<file path="src/rtl/mmio_uart_ctrl_pkg.sv">
// Shared register map, AXI response codes and access-engine types for the
// MMIO UART transmit controller.
package mmio_uart_pkg;

  localparam logic [1:0] REG_TXDATA = 2'd0;
  localparam logic [1:0] REG_STATUS = 2'd1;
  localparam logic [1:0] REG_CTRL   = 2'd2;

  localparam logic [1:0] RESP_OKAY   = 2'b00;
  localparam logic [1:0] RESP_SLVERR = 2'b10;

  typedef enum logic [1:0] {
    ST_IDLE  = 2'd0,
    ST_WDATA = 2'd1,
    ST_WRESP = 2'd2,
    ST_RDATA = 2'd3
  } eng_state_e;

  typedef enum logic [1:0] {
    WK_PUSH = 2'd0,
    WK_CTRL = 2'd1,
    WK_ERR  = 2'd2
  } wr_kind_e;

  function automatic logic [63:0] status_word(input logic [8:0] level,
                                              input logic       full,
                                              input logic       empty);
    return {47'd0, level, 6'd0, full, empty};
  endfunction

endpackage

</file>
<file path="src/rtl/mmio_uart_ctrl_fifo.sv">
// Byte FIFO feeding the UART transmit stream; a push while full is accepted
// only when a pop happens in the same cycle.
module uart_tx_fifo #(
  parameter int DEPTH = 16,
  parameter int LVL_W = $clog2(DEPTH) + 1
) (
  input  logic             clk_i,
  input  logic             rst_ni,
  input  logic             push_i,
  input  logic [7:0]       data_i,
  input  logic             pop_i,
  output logic [7:0]       data_o,
  output logic             full_o,
  output logic             empty_o,
  output logic [LVL_W-1:0] level_o
);

  localparam int AW = $clog2(DEPTH);

  logic [7:0]       mem_q [DEPTH];
  logic [AW-1:0]    wr_ptr_q, wr_ptr_d;
  logic [AW-1:0]    rd_ptr_q, rd_ptr_d;
  logic [LVL_W-1:0] level_q, level_d;
  logic             push_ok_s, pop_ok_s, full_s, empty_s;

  // Accept/advance decisions and next-state pointers and level.
  always_comb begin
    full_s    = (level_q == LVL_W'(DEPTH));
    empty_s   = (level_q == LVL_W'(0));
    pop_ok_s  = pop_i && !empty_s;
    push_ok_s = push_i && (!full_s || pop_ok_s);
    wr_ptr_d  = push_ok_s ? wr_ptr_q + AW'(1) : wr_ptr_q;
    rd_ptr_d  = pop_ok_s ? rd_ptr_q + AW'(1) : rd_ptr_q;
    case ({push_ok_s, pop_ok_s})
      2'b10:   level_d = level_q + LVL_W'(1);
      2'b01:   level_d = level_q - LVL_W'(1);
      default: level_d = level_q;
    endcase
  end

  // Pointer and occupancy registers.
  always_ff @(posedge clk_i or negedge rst_ni) begin
    if (!rst_ni) begin
      wr_ptr_q <= AW'(0);
      rd_ptr_q <= AW'(0);
      level_q  <= LVL_W'(0);
    end else begin
      wr_ptr_q <= wr_ptr_d;
      rd_ptr_q <= rd_ptr_d;
      level_q  <= level_d;
    end
  end

  // Storage is cleared on reset so the exposed head byte reads zero.
  always_ff @(posedge clk_i or negedge rst_ni) begin
    if (!rst_ni) begin
      for (int i = 0; i < DEPTH; i++) begin
        mem_q[i] <= 8'd0;
      end
    end else if (push_ok_s) begin
      mem_q[wr_ptr_q] <= data_i;
    end else begin
      mem_q[wr_ptr_q] <= mem_q[wr_ptr_q];
    end
  end

  assign data_o  = mem_q[rd_ptr_q];
  assign full_o  = full_s;
  assign empty_o = empty_s;
  assign level_o = level_q;

endmodule

</file>
<file path="src/rtl/mmio_uart_ctrl.sv">
// AXI4 slave exposing a UART TX byte FIFO: TXDATA push, STATUS readback and
// a CTRL enable bit, served by a single one-transaction-at-a-time engine.
module mmio_uart_ctrl
  import mmio_uart_pkg::*;
#(
  parameter int FIFO_DEPTH = 16,
  parameter int ID_W       = 4,
  parameter int ADDR_W     = 31
) (
  input  logic              clk,
  input  logic              rst_n,
  input  logic              axi_aw_valid,
  output logic              axi_aw_ready,
  input  logic [ID_W-1:0]   axi_aw_id,
  input  logic [ADDR_W-1:0] axi_aw_addr,
  input  logic [7:0]        axi_aw_len,
  input  logic [2:0]        axi_aw_size,
  input  logic [1:0]        axi_aw_burst,
  input  logic              axi_w_valid,
  output logic              axi_w_ready,
  input  logic [63:0]       axi_w_data,
  input  logic [7:0]        axi_w_strb,
  input  logic              axi_w_last,
  output logic              axi_b_valid,
  input  logic              axi_b_ready,
  output logic [ID_W-1:0]   axi_b_id,
  output logic [1:0]        axi_b_resp,
  input  logic              axi_ar_valid,
  output logic              axi_ar_ready,
  input  logic [ID_W-1:0]   axi_ar_id,
  input  logic [ADDR_W-1:0] axi_ar_addr,
  input  logic [7:0]        axi_ar_len,
  input  logic [2:0]        axi_ar_size,
  input  logic [1:0]        axi_ar_burst,
  output logic              axi_r_valid,
  input  logic              axi_r_ready,
  output logic [ID_W-1:0]   axi_r_id,
  output logic [63:0]       axi_r_data,
  output logic [1:0]        axi_r_resp,
  output logic              axi_r_last,
  output logic [7:0]        uart_axis_tdata,
  output logic              uart_axis_tvalid,
  input  logic              uart_axis_tready
);

  localparam int LVL_W = $clog2(FIFO_DEPTH) + 1;

  eng_state_e       state_q;
  wr_kind_e         wr_kind_q, aw_kind_s;
  logic             live_q, last_wr_q, tx_en_q, tx_en_d;
  logic [ID_W-1:0]  id_q;
  logic [7:0]       beats_q;
  logic             b_valid_q, r_valid_q, r_last_q;
  logic [ID_W-1:0]  b_id_q, r_id_q;
  logic [1:0]       b_resp_q, r_resp_q;
  logic [63:0]      r_data_q;

  logic             idle_s, grant_w_s, grant_r_s;
  logic             tvalid_s, pop_s, push_s, ctrl_wr_s;
  logic             w_push_beat_s, w_ready_s, w_hs_s;
  logic [63:0]      rd_data_s;
  logic [1:0]       rd_resp_s;
  logic [7:0]       fifo_head_s;
  logic             fifo_full_s, fifo_empty_s;
  logic [LVL_W-1:0] fifo_level_s;
  logic             unused_s;

  uart_tx_fifo #(
    .DEPTH (FIFO_DEPTH),
    .LVL_W (LVL_W)
  ) u_fifo (
    .clk_i   (clk),
    .rst_ni  (rst_n),
    .push_i  (push_s),
    .data_i  (axi_w_data[7:0]),
    .pop_i   (pop_s),
    .data_o  (fifo_head_s),
    .full_o  (fifo_full_s),
    .empty_o (fifo_empty_s),
    .level_o (fifo_level_s)
  );

  // Arbitration, stream handshake and write-beat qualification.
  always_comb begin
    idle_s        = live_q && (state_q == ST_IDLE);
    grant_w_s     = idle_s && axi_aw_valid && (!axi_ar_valid || !last_wr_q);
    grant_r_s     = idle_s && axi_ar_valid && !grant_w_s;
    tvalid_s      = !fifo_empty_s && tx_en_q;
    pop_s         = tvalid_s && uart_axis_tready;
    w_push_beat_s = (wr_kind_q == WK_PUSH) && axi_w_strb[0];
    // A full FIFO still takes a push when the head leaves in the same cycle.
    w_ready_s     = (state_q == ST_WDATA) && !(w_push_beat_s && fifo_full_s && !pop_s);
    w_hs_s        = axi_w_valid && w_ready_s;
    push_s        = w_hs_s && w_push_beat_s;
    ctrl_wr_s     = w_hs_s && (wr_kind_q == WK_CTRL) && axi_w_strb[0];
    tx_en_d       = ctrl_wr_s ? axi_w_data[0] : tx_en_q;
  end

  // Classify an incoming write address.
  always_comb begin
    aw_kind_s = WK_ERR;
    if (axi_aw_len != 8'd0) begin
      aw_kind_s = WK_ERR;
    end else begin
      case (axi_aw_addr[4:3])
        REG_TXDATA: aw_kind_s = WK_PUSH;
        REG_CTRL:   aw_kind_s = WK_CTRL;
        default:    aw_kind_s = WK_ERR;
      endcase
    end
  end

  // Read payload, snapshotted when the read address is accepted.
  always_comb begin
    rd_data_s = 64'd0;
    rd_resp_s = RESP_SLVERR;
    if (axi_ar_len != 8'd0) begin
      rd_data_s = 64'd0;
      rd_resp_s = RESP_SLVERR;
    end else begin
      case (axi_ar_addr[4:3])
        REG_STATUS: begin
          rd_data_s = status_word(9'(fifo_level_s), fifo_full_s, fifo_empty_s);
          rd_resp_s = RESP_OKAY;
        end
        REG_CTRL: begin
          rd_data_s = {63'd0, tx_en_q};
          rd_resp_s = RESP_OKAY;
        end
        default: begin
          rd_data_s = 64'd0;
          rd_resp_s = RESP_SLVERR;
        end
      endcase
    end
  end

  // Transmit enable register.
  always_ff @(posedge clk or negedge rst_n) begin
    if (!rst_n) begin
      tx_en_q <= 1'b1;
    end else begin
      tx_en_q <= tx_en_d;
    end
  end

  // Access engine with registered response channels.
  always_ff @(posedge clk or negedge rst_n) begin
    if (!rst_n) begin
      state_q   <= ST_IDLE;
      live_q    <= 1'b0;
      last_wr_q <= 1'b0;
      wr_kind_q <= WK_ERR;
      id_q      <= {ID_W{1'b0}};
      beats_q   <= 8'd0;
      b_valid_q <= 1'b0;
      b_id_q    <= {ID_W{1'b0}};
      b_resp_q  <= 2'b00;
      r_valid_q <= 1'b0;
      r_id_q    <= {ID_W{1'b0}};
      r_data_q  <= 64'd0;
      r_resp_q  <= 2'b00;
      r_last_q  <= 1'b0;
    end else begin
      live_q <= 1'b1;
      case (state_q)
        ST_IDLE: begin
          if (grant_w_s) begin
            id_q      <= axi_aw_id;
            wr_kind_q <= aw_kind_s;
            last_wr_q <= 1'b1;
            state_q   <= ST_WDATA;
          end else if (grant_r_s) begin
            last_wr_q <= 1'b0;
            beats_q   <= axi_ar_len;
            r_valid_q <= 1'b1;
            r_id_q    <= axi_ar_id;
            r_data_q  <= rd_data_s;
            r_resp_q  <= rd_resp_s;
            r_last_q  <= (axi_ar_len == 8'd0);
            state_q   <= ST_RDATA;
          end else begin
            state_q <= ST_IDLE;
          end
        end
        ST_WDATA: begin
          if (w_hs_s && axi_w_last) begin
            b_valid_q <= 1'b1;
            b_id_q    <= id_q;
            b_resp_q  <= (wr_kind_q == WK_ERR) ? RESP_SLVERR : RESP_OKAY;
            state_q   <= ST_WRESP;
          end else begin
            state_q <= ST_WDATA;
          end
        end
        ST_WRESP: begin
          if (axi_b_ready) begin
            b_valid_q <= 1'b0;
            state_q   <= ST_IDLE;
          end else begin
            state_q <= ST_WRESP;
          end
        end
        ST_RDATA: begin
          if (axi_r_ready && (beats_q == 8'd0)) begin
            r_valid_q <= 1'b0;
            state_q   <= ST_IDLE;
          end else if (axi_r_ready) begin
            beats_q  <= beats_q - 8'd1;
            r_last_q <= (beats_q == 8'd1);
          end else begin
            state_q <= ST_RDATA;
          end
        end
        default: state_q <= ST_IDLE;
      endcase
    end
  end

  assign axi_aw_ready     = grant_w_s;
  assign axi_ar_ready     = grant_r_s;
  assign axi_w_ready      = w_ready_s;
  assign axi_b_valid      = b_valid_q;
  assign axi_b_id         = b_id_q;
  assign axi_b_resp       = b_resp_q;
  assign axi_r_valid      = r_valid_q;
  assign axi_r_id         = r_id_q;
  assign axi_r_data       = r_data_q;
  assign axi_r_resp       = r_resp_q;
  assign axi_r_last       = r_last_q;
  assign uart_axis_tdata  = fifo_head_s;
  assign uart_axis_tvalid = tvalid_s;

  // Burst attributes and address/data bits outside the register map are ignored.
  assign unused_s = ^{axi_aw_size, axi_aw_burst, axi_ar_size, axi_ar_burst,
                      axi_aw_addr[ADDR_W-1:5], axi_aw_addr[2:0],
                      axi_ar_addr[ADDR_W-1:5], axi_ar_addr[2:0],
                      axi_w_data[63:8], axi_w_strb[7:1]};

endmodule

</file>
<file path="config.mk">
export PLATFORM = sky130hd
export DESIGN_NAME = mmio_uart_ctrl
export DESIGN_NICKNAME = d
export VERILOG_FILES = /design/src/rtl/mmio_uart_ctrl_pkg.sv /design/src/rtl/mmio_uart_ctrl_fifo.sv /design/src/rtl/mmio_uart_ctrl.sv
export SDC_FILE = /design/constraint.sdc
export NUM_CORES = 1
export LEC_CHECK = 0
export CAP_MARGIN = 20
export CORE_AREA = 2 2 201 203
export CTS_BUF_LIST = sky130_fd_sc_hd__clkbuf_2
export DETAILED_ROUTE_END_ITERATION = 6
export DIE_AREA = 0 0 203 205
export SYNTH_ARGS = -nofsm -noshare
export SYNTH_HDL_FRONTEND = slang
export SYNTH_HIERARCHICAL = 1
export SYNTH_SLANG_ARGS = --single-unit
</file>
<file path="constraint.sdc">
create_clock -name clk -period 5.4 [get_ports clk]
set_input_delay 1.08 -clock clk [delete_from_list [all_inputs] [get_ports clk]]
set_output_delay 1.08 -clock clk [all_outputs]
set_load 0.02 [all_outputs]
</file>
Yosys cells after proc, flatten, opt, wreduce, memory -nomap -nowiden
Cells that the tools add are included.
- $add $sub $neg: 5
- multipliers: 0
- div/mod/pow operators: 0
- $lt $le $gt $ge: 3
- equal/unequal tests: 20
- shifts and indexed selects: 0
- muxes and demuxes: 45
- bitwise logic cells: 3
- reduce and logical (&&, ||, !) cells: 49
- operators with widths (cell ; count):
    $bwmux 128 ; 2
    $mux 128 ; 1
    $mux 8 ; 9
    $bmux 8 s4 ; 2
    $demux 8 s4 ; 1
    $pmux 13 s2 ; 1
    $logic_and 1x1->1 ; 20
    $mux 2 ; 10
    $logic_not 8->1 ; 2
    $pmux 8 s2 ; 1
    $reduce_bool 8->1 ; 2
    $mux 13 ; 1
    $eq 2x2->1 const B ; 6
    $ne 2x2->1 const B ; 6
    $mux 1 ; 11
    $ge 5x5->1 const B ; 2
    $not 4->5 ; 2
    $pmux 5 s2 ; 1
    $add 4x1->4 const B ; 2
    $eq 2x1->1 const B ; 4
    $eq 8x1->1 const B ; 1
    $pmux 2 s4 ; 1
    $reduce_bool 2->1 ; 4
    $sub 8x1->8 const B ; 1
    18 further kinds ; 32
- bits in registers: 239
- latch bits: 0
- bits in writable memories: 0
- ROM bits: 0
- input port bits: 177
- output and inout port bits: 91
- logic and storage cells: 159
- memories: 0

Logic depth before layout (Yosys ltp)
Gate-level depths: netlist of the first run.
- depth in word-level cells: 13
- depth in mapped cells: 14
- depth with buffers taken out: 13

Hierarchy
Netlist of the first run, hierarchy kept.
- modules (own cells, without submodules) (module ; times used ; cells an instance ; area an instance (um^2) ; sequential area each (um^2)):
    uart_tx_fifo ; 1 ; 657 ; 7350.8 ; 3528.4
    mmio_uart_ctrl ; 1 ; 250 ; 2396.0 ; 978.4

Worst setup path before layout of the first run
No wires, ideal clock.
- kind: register to output
- start: register u_fifo.rd_ptr_q[0]
- end: output uart_axis_tdata[0]
- data arrival time: 2.292 ns
- data required time: 4.320 ns
- slack: 2.028 ns
- stages on the path, launching flop included: 5
- path buffers: 2
- cell sequence: dfrtp_1 clkbuf_1 buf_1 mux4_2 mux4_2
- longest elaborated chain between the ends: 4
- RTL lines (what ; RTL line ; text):
    start, declared ; mmio_uart_ctrl_fifo.sv:22 ; logic [AW-1:0] rd_ptr_q, rd_ptr_d;
    start signal, assigned ; mmio_uart_ctrl_fifo.sv:49 ; rd_ptr_q <= rd_ptr_d;
    $not 4->5 (not written as such) ; mmio_uart_ctrl_fifo.sv:67 ; assign data_o = mem_q[rd_ptr_q];
    $bmux 8 s4 ; mmio_uart_ctrl_fifo.sv:67 ;
    $mux 8 (not written as such) (2 in a row) ; mmio_uart_ctrl_fifo.sv:67 ;
    end, declared ; mmio_uart_ctrl.sv:41 ; output logic [7:0] uart_axis_tdata,
No other way between the ends. The select of a mux whose other input is x is not followed.

Worst setup path after layout of the first run
- start: register u_fifo.rd_ptr_q[1]
- end: output uart_axis_tdata[0]
The elaborated chain is that of the path after synthesis.

==> metrics, run 1 <==
CP Data Required Time 4.32 ns; # IOs 268; final core occ 28.1%; slew of the pin with the lowest slew margin 1.11 ns; final worst path period need 4.63 ns; DRC 0; first-pass GRT wire length 38.2 mm; CP max stage cell dfrtp_1; most frequent cell after synthesis dfrtp_1; DIE HEIGHT 205 um; wire per inst 16.3 um; sequential element share of the synthesized area 46.2%; Worst Path Arrival 3.55 ns; Num CTS Buffers 17; post-route setup slack 0.770 ns; Synth area leaders dfrtp_1 46%, mux4_2 13%, nand2_1 6.4%; RR Endpoint u_fifo/mem_q[79]$_DFFE_PN0P_; hold slack 0.343 ns; Leak Pwr 4.73 nW; CTS tree built; H-tree depth 4; status complete, no violations; Critical Path Sink Type output pin; largest net degree at the start of global routing 103; startpoint type of the worst setup path flip-flop; # hold bufs at CTS 0; worst-case clock buffer depth 2; Routed Antenna Nets 0; most used cell, CP mux4_2; Post-Place Setup Slack 1.06 ns; Seq cells post-synth 180; fraction of registers with async set/reset 100%; post-CTS resize count 0; Worst Path Buf+Inv 2; initial antenna violation count 1; Final setup viols 0; Tcrit/Tclk final 85.7%; Hold Crit Class in2async; Worst Skew 0.0388 ns; relative slew slack 25.9%; total congestion overflow 0; Final #Nets 1145; Die ar. 41600 um2; final WL 24.3 mm; share of cells above drive strength 1 14.0%; Layout area overhead 13.4%; crit-path max FO 25; most frequent cells after synthesis 178 x dfrtp_1, 166 x nand2_1, 122 x o21ai_0, 64 x buf_4, 56 x mux4_2; ratio of total power to cell area 321 nW/um2; max frequency 216 MHz; clk root buf clkbuf_2; Synth Warn # 6; Synth Cell Area 9750 um2; reg2reg setup slack 1.72 ns; syn_area_per_cell 10.7 um2; Crit Path Class reg2out; HPWL after detailed placement 16.8 mm; maximum VDD drop 0.000112 V; final hold vios 0; Mapped Cells 907; max cap viols 0; starting density of the core 24.8%; later-pin clock latency in the skew report 0.79 ns; GPL Wtd Cong 0.827; Setup Fix Bufs, Post-CTS 0; Detailed Route Iter0 Violations 434; r2r startpoint u_fifo/level_o[1]$_DFFE_PN0P_; RSZ-0062 raised after global routing no; port bufs 77; fillers 4095; site row count 73; post-synth cell types 64; dominant synthesized flop cell dfrtp_1; First-pass DRT Iterations 6; Post-synth EDFFs 0; clk sink count 180; DIE WIDTH 203 um; CP max stage delay 0.78 ns; Yosys top cell by area dfrtp_1; top-area cell type share of the netlist area 45.7%; DR vias 6827; CP Cell Sequence buf_4 > mux4_2 > mux4_2 > clkdlybuf4s50_1; Worst-path clk slew 0.26 ns; CP top delay family buffers and inverters; area of the core 39400 um2; worst reg2reg path depth 10; routed vias/inst 4.57; Total GRT Usage 11.9%; vias in the first global route 6662; total negative slack 0 ns; final slew viol count 0
## logic make-up after synthesis
family,share of synthesized area [%]
DFF,46.2
buffers and inverters,7.73
muxes,18.2
other,0.0771
xor gates and xnor gates,0.899
and+or+nand+nor,11.3
AOI/OAI and AO/OA,13.7
adders and majority gates,1.87
## cell usage in the layout (no fill, tap or decap), types with 5 or more instances in the layout
| cell | count |
|---|---|
| mux4_2 | 56 |
| xnor2_1 | 8 |
| nand2_1 | 166 |
| conb_1 | 60 |
| a22o_1 | 9 |
| inv_1 | 17 |
| nor2b_1 | 5 |
| mux2i_1 | 33 |
| nand3_1 | 11 |
| clkdlybuf4s50_1 | 76 |
| o21ai_0 | 122 |
| o22ai_1 | 17 |
| ha_1 | 13 |
| inv_6 | 6 |
| a211oi_1 | 5 |
| clkbuf_2 | 18 |
| o21ai_1 | 17 |
| buf_4 | 5 |
| mux2_2 | 15 |
| nor2_1 | 21 |
| dfrtp_1 | 175 |
| nor3_1 | 7 |
| a21oi_1 | 14 |
## layout make-up
cell class / instances / area, um2 / area share, %
flip-flops and latches: 180 / 4510 / 40.8
inverters: 18 / 68.8 / 0.623
clock inverters: 14 / 170 / 1.54
well taps: 525 / 657 / 5.94
diodes: 1 / 2.50 / 0.0226
clock buffers: 18 / 90.1 / 0.815
repair buffers: 84 / 850 / 7.69
multi-input cells: 653 / 4700 / 42.6
## sequential cells by signal (all words and copies together), names as in the netlist, 5 cells and up
signal          count
beats_q             8
u_fifo/level_o      5
u_fifo/mem_q      128
axi_r_data          7
## per-stage QoR
| stage | area, um2 | cells | power (mW) |
|---|---|---|---|
| 3_5_place_dp | 10800 | 1459 | 2.81 |
| 5_1_grt | 11100 | 1493 | 3.78 |
| 3_3_place_gp | 10800 | 1459 | 2.78 |
| 6_report | 11100 | 1493 | 3.55 |
| 4_1_cts | 11000 | 1491 | 3.57 |
| 2_1_floorplan | 9960 | 965 | 2.45 |
## layer usage
metal / track usage (%) / routed length, um / up-vias
met1: 15.3 / 10600 / 3392
met3: 2.08 / 900 / 32
met2: 19.7 / 12200 / 163
met5: 0 / 0 / -
met4: 4.93 / 636 / 0
li1: - / - / 3240
## where the power goes
group,internal (mW),leakage [nW],switching (mW)
registers,1.56,1.78,0.185
clock network,0.267,0.162,0.499
logic,0.439,2.79,0.598
total,2.27,4.73,1.28
## worst reg2reg max path, cell delays in order (launching register included)
cell and delay, ns:
dfrtp_1 0.48, or4_1 0.28, nor2_1 0.13, nand3b_1 0.26, and4_1 0.27, nor3_1 0.56, o31a_1 0.74, a21oi_1 0.13
o2bb2ai_1 0.29, buf_4 0.28, o21ai_0 0.17
## how the worst max path moves through the flow
stage	cells after the start	slack [ns]	end	from
2_1_floorplan	4	2.03	uart_axis_tdata[0]	u_fifo/rd_ptr_q[0]$_DFFE_PN0N_
3_3_place_gp	7	1.17	u_fifo/mem_q[13]$_DFFE_PN0P_	uart_axis_tready
3_5_place_dp	8	1.06	u_fifo/mem_q[55]$_DFFE_PN0P_	uart_axis_tready
4_1_cts	4	0.67	uart_axis_tdata[5]	u_fifo/rd_ptr_q[1]$_DFFE_PN0N_
5_1_grt	4	0.61	uart_axis_tdata[4]	u_fifo/rd_ptr_q[0]$_DFFE_PN0N_
6_report	4	0.77	uart_axis_tdata[0]	u_fifo/rd_ptr_q[1]$_DFFE_PN0N_
Power figures use the tool's default switching activity.
==> run 2: changes to the inputs <==
--- a/config.mk
+++ b/config.mk
@@ -10,6 +10,8 @@
 export CTS_BUF_LIST = sky130_fd_sc_hd__clkbuf_2
 export DETAILED_ROUTE_END_ITERATION = 6
 export DIE_AREA = 0 0 203 205
+export GPL_ROUTABILITY_DRIVEN = 0
+export SETUP_SLACK_MARGIN = 0.05
 export SYNTH_ARGS = -nofsm -noshare
 export SYNTH_HDL_FRONTEND = slang
 export SYNTH_HIERARCHICAL = 1
==> results of run 2 <==
Final layout, timing and power as in run 1 (identical DEF).
==> run 3: changes to the inputs <==
--- a/config.mk
+++ b/config.mk
@@ -11,6 +11,7 @@
 export DETAILED_ROUTE_END_ITERATION = 6
 export DIE_AREA = 0 0 203 205
 export GPL_ROUTABILITY_DRIVEN = 0
+export RECOVER_POWER = 25
 export SETUP_SLACK_MARGIN = 0.05
 export SYNTH_ARGS = -nofsm -noshare
 export SYNTH_HDL_FRONTEND = slang
==> metrics, run 3 (same netlist as run 1, synthesis figures left out) <==
reg2reg setup slack 1.72 ns (about the same); worst reg2reg path depth 10 (unchanged); worst-case clock buffer depth 2 (unchanged); maximum VDD drop 0.000111 V (was 0.000112 V); Routed Antenna Nets 0 (unchanged); clk root buf clkbuf_2 (unchanged); Critical Path Sink uart_axis_tdata[5] (was uart_axis_tdata[0]); # hold bufs at CTS 0 (unchanged); CP Data Required Time 4.32 ns (about the same); final WL 24.3 mm (about the same); Final #Nets 1145 (unchanged); Detailed Route Iter0 Violations 434 (unchanged); Tcrit/Tclk final 85.9% (was 85.7%); Leak Pwr 4.73 nW (about the same); status finished with violations (was complete, no violations); relative slew slack -75.1% (was 25.9%); RSZ-0062 raised after global routing no (unchanged); HPWL after detailed placement 16.8 mm (unchanged); routed wl met3 977 um (was 900 um); CTS tree built (unchanged); failing checks capacitance limit, slew limit; wire per inst 16.2 um (was 16.3 um); routed vias/inst 4.57 (unchanged); Largest register FFs 128 (unchanged); # IOs 268 (unchanged); Num CTS Buffers 17 (unchanged); most common cell after layout, fill and taps aside dfrtp_1 (unchanged); DRC 0 (unchanged); vias in the first global route 6662 (unchanged); RR Endpoint u_fifo/mem_q[79]$_DFFE_PN0P_ (unchanged); final worst path period need 4.64 ns (was 4.63 ns); final core occ 28.1% (about the same); startpoint type of the worst setup path flip-flop (unchanged); Hold Path Depth 1; ratio of total power to cell area 322 nW/um2 (was 321 nW/um2); area of the core 39400 um2 (unchanged); DR top layer met4 (unchanged); port bufs 77 (unchanged); share of cells above drive strength 1 14.0% (unchanged); r2r startpoint u_fifo/level_o[1]$_DFFE_PN0P_ (unchanged); Layout area overhead 13.3% (was 13.4%); met2 WL 12.2 mm (about the same); final slew viol count 102 (was 0); Worst Skew 0.0389 ns (was 0.0388 ns); Setup Fix Bufs, Post-CTS 0 (unchanged); Critical Path Sink Type output pin (unchanged); Worst-path clk slew 0.26 ns (about the same); wire length on met1 10.5 mm (was 10.6 mm); largest net degree at the start of global routing 103 (unchanged); Crit Path Class reg2out (unchanged); later-pin clock latency in the skew report 0.80 ns (was 0.79 ns); max frequency 216 MHz (about the same); DR vias 6827 (unchanged); Critical Path Start u_fifo/rd_ptr_q[1]$_DFFE_PN0N_ (unchanged); Total GRT Usage 11.9% (unchanged); clk sink count 180 (unchanged); initial antenna violation count 1 (unchanged); Biggest register u_fifo/mem_q (unchanged); total negative slack 0 ns (unchanged); Hold Crit Class reg2reg (was in2async); site row count 73 (unchanged); Power Total 3.55 mW (about the same); Die ar. 41600 um2 (unchanged); H-tree depth 4 (unchanged); post-CTS resize count 0 (unchanged); DIE HEIGHT 205 um (unchanged); slew of the pin with the lowest slew margin 2.63 ns (was 1.11 ns); crit-path max FO 25 (unchanged); max cap viols 1 (was 0); First-pass DRT Iterations 5 (was 6); total congestion overflow 0 (unchanged); first-pass GRT wire length 38.2 mm (unchanged); DIE WIDTH 203 um (unchanged); final hold vios 0 (unchanged); starting density of the core 24.8% (unchanged); most frequent cells in the layout 175 x dfrtp_1, 166 x nand2_1, 122 x o21ai_0, 76 x clkdlybuf4s50_1, 60 x conb_1 (unchanged); Worst Path Arrival 3.56 ns (was 3.55 ns); Final setup viols 0 (unchanged)
[run 3: cell count changes in the layout (fill, tap and decap cells not counted)]
cell / change
buf_6: -1
clkbuf_2: +1
[run 3: per-stage QoR]
| step | cells | hold slack [ns] | setup slack (ns) | area [um2] |
|---|---|---|---|---|
| final | 1493 | 0.513 | 0.764 | 11000 |
| after global routing | 1493 | 0.545 | 0.612 | 11000 |
| after floorplan | 965 | 0.461 | 2.03 | 9960 |
| after global placement | 1459 | 0.467 | 1.17 | 10800 |
| after CTS | 1491 | 0.338 | 0.673 | 11000 |
| after detailed placement | 1459 | 0.467 | 1.06 | 10800 |
[run 3: power by group]
group,switching (mW),leakage (nW),internal [mW]
Sequential,0.185,1.78,1.56
Clock,0.501,0.162,0.267
Combinational,0.597,2.79,0.438
Total,1.28,4.73,2.27
[run 3: final cells by class]
type | instances | area (um2)
Sequential cell | 180 | 4510
Inverter | 18 | 68.8
Fill cell | 4094 | 28300
Multi-Input combinational cell | 653 | 4700
Clock buffer | 18 | 90.1
Timing Repair Buffer | 84 | 843
Tap cell | 525 | 657
Antenna cell | 1 | 2.50
Clock inverter | 14 | 170
[run 3: critical path, cell delays in order (launching register included)]
cell,delay [ns]
dfrtp_1,0.78
buf_4,0.47
mux4_2,0.38
mux4_2,0.55
clkdlybuf4s50_1,0.57
[run 3: per-layer routing]
metal	vias to the layer above	global-route usage [%]
li1	3240	-
met1	3391	15.3
met5	-	0
met3	28	2.08
met2	168	19.7
met4	0	4.93
[run 3: worst min-delay path by stage]
stage                                        from                            end
finish                    axi_b_valid$_DFFE_PN0P_        axi_b_valid$_DFFE_PN0P_
global placement          axi_r_id[1]$_DFFE_PN0P_        axi_r_id[1]$_DFFE_PN0P_
floorplan           u_fifo/mem_q[105]$_DFFE_PN0P_  u_fifo/mem_q[105]$_DFFE_PN0P_
global route             wr_kind_q[1]$_DFFE_PN1P_       wr_kind_q[1]$_DFFE_PN1P_
CTS                                         rst_n        axi_r_id[2]$_DFFE_PN0P_
detailed placement        axi_r_id[3]$_DFFE_PN0P_        axi_r_id[3]$_DFFE_PN0P_
